$ cat src/rtl/ram_sync_pkg.sv
// Shared constants, FSM state type and sizing helper for the ram_sync_dp_be family.
package ram_sync_pkg;

    localparam int RDW_OLD = 0;
    localparam int RDW_NEW = 1;

    typedef enum logic {
        CLEAR = 1'b0,
        RUN   = 1'b1
    } state_e;

    function automatic int calc_nbytes(input int dwidth);
        return dwidth / 8;
    endfunction

endpackage

$ cat src/rtl/ram_byte_parity.sv
// Per-byte even parity generator/checker; err_o flags any byte whose recomputed
// parity disagrees with par_i.
module ram_byte_parity #(
    parameter int NBYTES = 4
) (
    input  logic [8*NBYTES-1:0] data_i,
    input  logic [NBYTES-1:0]   par_i,
    output logic [NBYTES-1:0]   par_o,
    output logic                err_o
);

    always_comb begin
        par_o = '0;
        for (int i = 0; i < NBYTES; i++) begin
            par_o[i] = ^data_i[8*i +: 8];
        end
    end

    assign err_o = |(par_o ^ par_i);

endmodule

$ cat src/rtl/ram_sync_dp_be.sv
// Simple dual-port sync RAM with byte enables, 1/2-cycle read latency and post-reset zero clear.
// Defining RAM_SYNC_DP_PARITY_EN adds one stored even-parity bit per byte and drives rd_perr_o.
//
// state | meaning
// CLEAR | writes zero to row clr_cnt_q each cycle; requests ignored, ready_o = 0
// RUN   | normal read/write service until reset
module ram_sync_dp_be
    import ram_sync_pkg::*;
#(
    parameter int  AWIDTH       = 3,
    parameter int  DWIDTH       = 32,
    parameter int  READ_LATENCY = 1,
    parameter int  RDW_MODE     = RDW_OLD,
    localparam int DEPTH        = 1 << AWIDTH,
    localparam int NBYTES       = calc_nbytes(DWIDTH)
) (
    input  logic              clock,
    input  logic              reset_n,
    input  logic              wr_en_i,
    input  logic [AWIDTH-1:0] wr_addr_i,
    input  logic [DWIDTH-1:0] wr_data_i,
    input  logic [NBYTES-1:0] wr_be_i,
    input  logic              rd_en_i,
    input  logic [AWIDTH-1:0] rd_addr_i,
    output logic [DWIDTH-1:0] rd_data_o,
    output logic              rd_valid_o,
    output logic              rd_perr_o,
    output logic              ready_o,
    output logic              init_busy_o
);

`ifdef RAM_SYNC_DP_PARITY_EN
    localparam int MW = DWIDTH + NBYTES;
`else
    localparam int MW = DWIDTH;
`endif

    state_e            state_q, state_d;
    logic [AWIDTH-1:0] clr_cnt_q, clr_cnt_d;
    logic [MW-1:0]     mem_q [DEPTH];

    logic              wr_acc, rd_acc, mem_we, rd_err;
    logic [AWIDTH-1:0] mem_waddr;
    logic [MW-1:0]     mem_wrow, wr_row, rd_row;

`ifdef RAM_SYNC_DP_PARITY_EN
    logic [NBYTES-1:0] wr_par, rd_par_calc;
    logic              wr_par_err;

    ram_byte_parity #(.NBYTES(NBYTES)) u_wr_par (
        .data_i (wr_data_i),
        .par_i  ({NBYTES{1'b0}}),
        .par_o  (wr_par),
        .err_o  (wr_par_err)
    );

    ram_byte_parity #(.NBYTES(NBYTES)) u_rd_par (
        .data_i (rd_row[DWIDTH-1:0]),
        .par_i  (rd_row[MW-1:DWIDTH]),
        .par_o  (rd_par_calc),
        .err_o  (rd_err)
    );
`else
    assign rd_err = 1'b0;
`endif

    always_ff @(posedge clock or negedge reset_n) begin
        if (!reset_n) begin
            state_q   <= CLEAR;
            clr_cnt_q <= '0;
        end else begin
            state_q   <= state_d;
            clr_cnt_q <= clr_cnt_d;
        end
    end

    always_comb begin
        state_d   = state_q;
        clr_cnt_d = clr_cnt_q;
        unique case (state_q)
            CLEAR: begin
                clr_cnt_d = clr_cnt_q + 1'b1;
                if (clr_cnt_q == AWIDTH'(DEPTH - 1)) state_d = RUN;
            end
            RUN:   state_d = RUN;
        endcase
    end

    assign ready_o     = (state_q == RUN);
    assign init_busy_o = (state_q == CLEAR);
    assign wr_acc      = wr_en_i & ready_o;
    assign rd_acc      = rd_en_i & ready_o;

    // Full merged row for the write address; also serves as the "new data" view on a collision.
    always_comb begin
        wr_row = mem_q[wr_addr_i];
        for (int i = 0; i < NBYTES; i++) begin
            if (wr_be_i[i]) begin
                wr_row[8*i +: 8] = wr_data_i[8*i +: 8];
`ifdef RAM_SYNC_DP_PARITY_EN
                wr_row[DWIDTH+i] = wr_par[i];
`endif
            end
        end
    end

    assign mem_we    = init_busy_o | wr_acc;
    assign mem_waddr = init_busy_o ? clr_cnt_q : wr_addr_i;
    assign mem_wrow  = init_busy_o ? '0 : wr_row;

    always_ff @(posedge clock) begin
        if (mem_we) mem_q[mem_waddr] <= mem_wrow;
    end

    assign rd_row = (RDW_MODE == RDW_NEW && wr_acc && wr_addr_i == rd_addr_i) ?
                    wr_row : mem_q[rd_addr_i];

    logic              rd1_valid_q, rd1_perr_q;
    logic [DWIDTH-1:0] rd1_data_q;

    always_ff @(posedge clock or negedge reset_n) begin
        if (!reset_n) begin
            rd1_valid_q <= 1'b0;
            rd1_data_q  <= '0;
            rd1_perr_q  <= 1'b0;
        end else begin
            rd1_valid_q <= rd_acc;
            if (rd_acc) begin
                rd1_data_q <= rd_row[DWIDTH-1:0];
                rd1_perr_q <= rd_err;
            end
        end
    end

    generate
        if (READ_LATENCY == 2) begin : g_lat2
            logic              rd2_valid_q, rd2_perr_q;
            logic [DWIDTH-1:0] rd2_data_q;

            always_ff @(posedge clock or negedge reset_n) begin
                if (!reset_n) begin
                    rd2_valid_q <= 1'b0;
                    rd2_data_q  <= '0;
                    rd2_perr_q  <= 1'b0;
                end else begin
                    rd2_valid_q <= rd1_valid_q;
                    if (rd1_valid_q) begin
                        rd2_data_q <= rd1_data_q;
                        rd2_perr_q <= rd1_perr_q;
                    end
                end
            end

            assign rd_valid_o = rd2_valid_q;
            assign rd_data_o  = rd2_data_q;
            assign rd_perr_o  = rd2_valid_q & rd2_perr_q;
        end else begin : g_lat1
            assign rd_valid_o = rd1_valid_q;
            assign rd_data_o  = rd1_data_q;
            assign rd_perr_o  = rd1_valid_q & rd1_perr_q;
        end
    endgenerate

endmodule

$ cat config.mk
export PLATFORM = sky130hd
export DESIGN_NAME = ram_sync_dp_be
export DESIGN_NICKNAME = d
export VERILOG_FILES = /design/src/rtl/ram_sync_pkg.sv /design/src/rtl/ram_byte_parity.sv /design/src/rtl/ram_sync_dp_be.sv
export SDC_FILE = /design/constraint.sdc
export NUM_CORES = 1
export LEC_CHECK = 0
export CORE_ASPECT_RATIO = 1.75
export CORE_MARGIN = 2
export CORE_UTILIZATION = 35
export CTS_CLUSTER_SIZE = 30
export DETAILED_ROUTE_END_ITERATION = 8
export GPL_TIMING_DRIVEN = 0
export PLACE_DENSITY = 0.61
export SLEW_MARGIN = 25
export SYNTH_ARGS = -nofsm -noshare
export SYNTH_HDL_FRONTEND = slang
export SYNTH_SLANG_ARGS = --single-unit
$ cat constraint.sdc
create_clock -name clock -period 3.2 [get_ports clock]
set_input_delay 0.64 -clock clock [delete_from_list [all_inputs] [get_ports clock]]
set_output_delay 0.64 -clock clock [all_outputs]
set_load 0.01 [all_outputs]
==> flow_summary_export.csv <==
group,metric,value,unit
status,status,"complete, no violations",
power_and_ir_drop,p_int,0.00650,W
grt,grt_pass1_vias,9530,
placed_design,place_congestion,0.801,
detailed_routing,ant_nets,0,
power_and_ir_drop,combPwrFrac,12.1,%
yosys,async_reset_ff_share,12.6,%
floorplan,core-area,39200,um^2
yosys,syn_area,13900,um^2
detailed_routing,drtIter0Drc,751,
sta,hold_viol,0,
layout,synthToLayoutAreaGrowth,19.2,%
floorplan,ios,82,
sta,min_period,2.89,ns
yosys,ys_top_cells_by_count,"edfxtp_1 (256), mux2_2 (193), nand2_1 (66)",
clocking,cts-resized-gates,0,
layout,final_layout_size_suffix_gt1_share,29.2,%
sta,finalCritPeriodShare,90.3,%
critical_path,endpoint_kind,"flop",
floorplan,fp.dieW,155,um
placed_design,dpl_cell_area,15700,um^2
yosys,ys_top_cells_by_area,"edfxtp_1 (55%), mux2_2 (16%), dfrtp_1 (6.7%)",
power_and_ir_drop,p_sw,0.00206,W
power_and_ir_drop,powerDensity,517,nW/um^2
layout,fillCellCount,3542,
layout,layout.nets,1118,
floorplan,die_h,268,um
grt,grt_pass1_wl,62.2,mm
clocking,clkTransAtPathRegs,0.07,ns
detailed_routing,via_count,9114,
yosys,avgSynthCellArea,14.6,um^2
clocking,clk_latency,0.55,ns
power_and_ir_drop,pwr-share-clk,36.5,%
yosys,seq_area_frac_synth,62.0,%
sta,fmax,346,MHz
yosys,synth_edf_count,256,
detailed_routing,drc,0,
floorplan,num_rows,96,
critical_path,cp.arrival,3.14,ns
clocking,clockBufferDepth,3,
yosys,synth_top_cell_area_share,55.3,%
clocking,cts.sinks,293,
critical_path,cp_max_fo,10,
sta,grt_setup_unrepaired,"no",
sta,fin_ws,0.310,ns
critical_path,critPathRequiredTime,3.45,ns
layout,instances_no_fill,1579,
job,drv_cap,0,
layout,fin_area,16600,um^2
sta,fin_setup_tns,0,ns
sta,slew_headroom,31.3,%
grt,overflow,0,
layout,antenna_cells,0,
floorplan,die-area,41400,um^2
clocking,cts_tree,"done",
grt,grt_max_degree,33,
yosys,synth-seq-cells,293,
clocking,cts.htree.levels,1,
placed_design,dp.cells,1531,
placed_design,portBuffers,74,
detailed_routing,first_pass_iters,5,
power_and_ir_drop,seq_power_share,51.4,%
detailed_routing,wl_per_cell,27.6,um
detailed_routing,viasPerCell,5.77,
placed_design,post-place-ws,-0.128,ns
critical_path,path_class,"primary input to flop",
critical_path,critPathLaunchType,"primary input",
sta,clock_skew,0.00710,ns
grt,antenna_found_initial,0,
floorplan,start_util,35.5,%
clocking,root_buffer,"clkbuf_16",
clocking,numCtsBuffers,26,
yosys,synth_nets,1000,
min_path,min_path_type,"primary input to asynchronous set/reset pin",
placed_design,dpl.hpwl,28.8,mm
power_and_ir_drop,switching_share,24.0,%
yosys,synth_area_leader_cell,"edfxtp_1",
yosys,ys_types,29,
yosys,syn-instance-count,952,
sta,final-max-slew-violation-count,0,
grt,grt_usage,20.9,%
yosys,yosysMostFrequentCell,"edfxtp_1",
sta,tightest_slew,1.03,ns
yosys,ys.flop_type,"edfxtp_1",
power_and_ir_drop,vdd_ir_drop_max,311,uV
yosys,yosys_warnings,0,
detailed_routing,wl,43.5,mm
sta,setup_viol,0,
power_and_ir_drop,leakage,5.69,nW
worst max-delay path, cell delays in order:
cell             delay, ns
clkdlybuf4s50_1       0.57
nor2b_1               0.17
buf_2                 0.22
clkbuf_1              0.64
a22oi_1               0.22
a31oi_1               0.65
path summary, 6_finish.rpt:
path | start | endpoint | slack, ns | depth (start not counted)
min in group clock | rd_data_o[16] | rd_data_o[16] | 0.48 | 2
max | wr_addr_i[2] | mem_q[7][15] | 0.31 | 6
max in group asynchronous | reset_n | rd_data_o[28] | 2.28 | 3
min reg2reg | rd_data_o[16] | rd_data_o[16] | 0.48 | 2
min | reset_n | rd_data_o[10] | 0.45 | 2
max reg2reg | ready_o | mem_q[6][3] | 0.39 | 5
layout by cell type (no fill, tap or decap), types with 2 or more instances in the layout:
cell and instances:
a21oi_1 33, a22o_1 32, a22oi_1 36, a31oi_1 33
buf_1 3, buf_16 14, buf_2 11, buf_4 20
buf_6 5, clkbuf_1 40, clkbuf_16 27, clkbuf_8 4
clkdlybuf4s50_1 73, clkinv_1 2, clkinv_2 5, clkinv_4 2
dfrtp_1 37, edfxtp_1 256, ha_1 2, inv_1 8
mux2_2 193, mux2i_1 64, nand2_1 66, nor2_1 4
nor2_4 8, nor2b_1 4, o21ai_0 32, o22ai_1 32
o31ai_1 7, o31ai_2 25
cell type report:
type	count	area, um^2	share of cell area [%]
inverter	8	30.0	0.181
buffer	73	397	2.40
clock inverter	11	87.6	0.529
multi-input combinational	578	4910	29.7
sequential	293	8610	52.0
tap	490	613	3.70
clock buffer	36	749	4.53
timing repair buffer	90	1150	6.97
cells by family (layout without fill, tap and decap cells):
| kind of cell | count (synthesis) | count (layout) | synth area share [%] |
|---|---|---|---|
| DFF | 293 | 293 | 62.0 |
| muxes | 258 | 258 | 20.3 |
| other | 1 | 1 | 0.0270 |
| and+or+nand+nor | 86 | 86 | 2.47 |
| xor gates and xnor gates | 1 | 1 | 0.0631 |
| adders and majority gates | 2 | 2 | 0.180 |
| AOI/OAI and AO/OA | 230 | 230 | 11.9 |
| buffers and inverters | 81 | 218 | 3.07 |
what timing repair did:
action,CTS,global route
hold buffers,1,0
buffers inserted,0,0
endpoints found under the hold margin,5,0
layer usage:
layer / global-route usage, % / wire [um]
met3: 2.75 / 2200
met4: 9.93 / 2080
met2: 39.3 / 23300
met5: 0 / 0
met1: 23.1 / 16000
power groups by stage:
| stage | logic, W | registers, W | clock network (W) |
|---|---|---|---|
| final | 0.00103 | 0.00440 | 0.00312 |
| after detailed placement | 0.00103 | 0.00448 | 0 |
| after floorplan | 0.000545 | 0.00448 | 0 |
| after global routing | 0.00109 | 0.00441 | 0.00331 |
| after CTS | 0.00104 | 0.00440 | 0.00316 |
| after global placement | 0.000979 | 0.00448 | 0 |
stage by stage:
stage / total power [W] / util [%] / hold slack (ns)
2_1_floorplan: 0.00503 / - / 0.344
3_3_place_gp: 0.00546 / 38.9 / 0.470
3_5_place_dp: 0.00551 / 40.1 / 0.472
4_1_cts: 0.00860 / 42.3 / 0.440
5_1_grt: 0.00881 / 42.3 / 0.469
6_report: 0.00855 / 42.3 / 0.451
sequential cells by signal, summed over array words and instances, names as in the netlist:
signal and count:
rd_data_o 32, rd_valid_o 1, mem_q 256, clr_cnt_q 3
ready_o 1
Note: power is estimated with default switching activity, not from simulation.
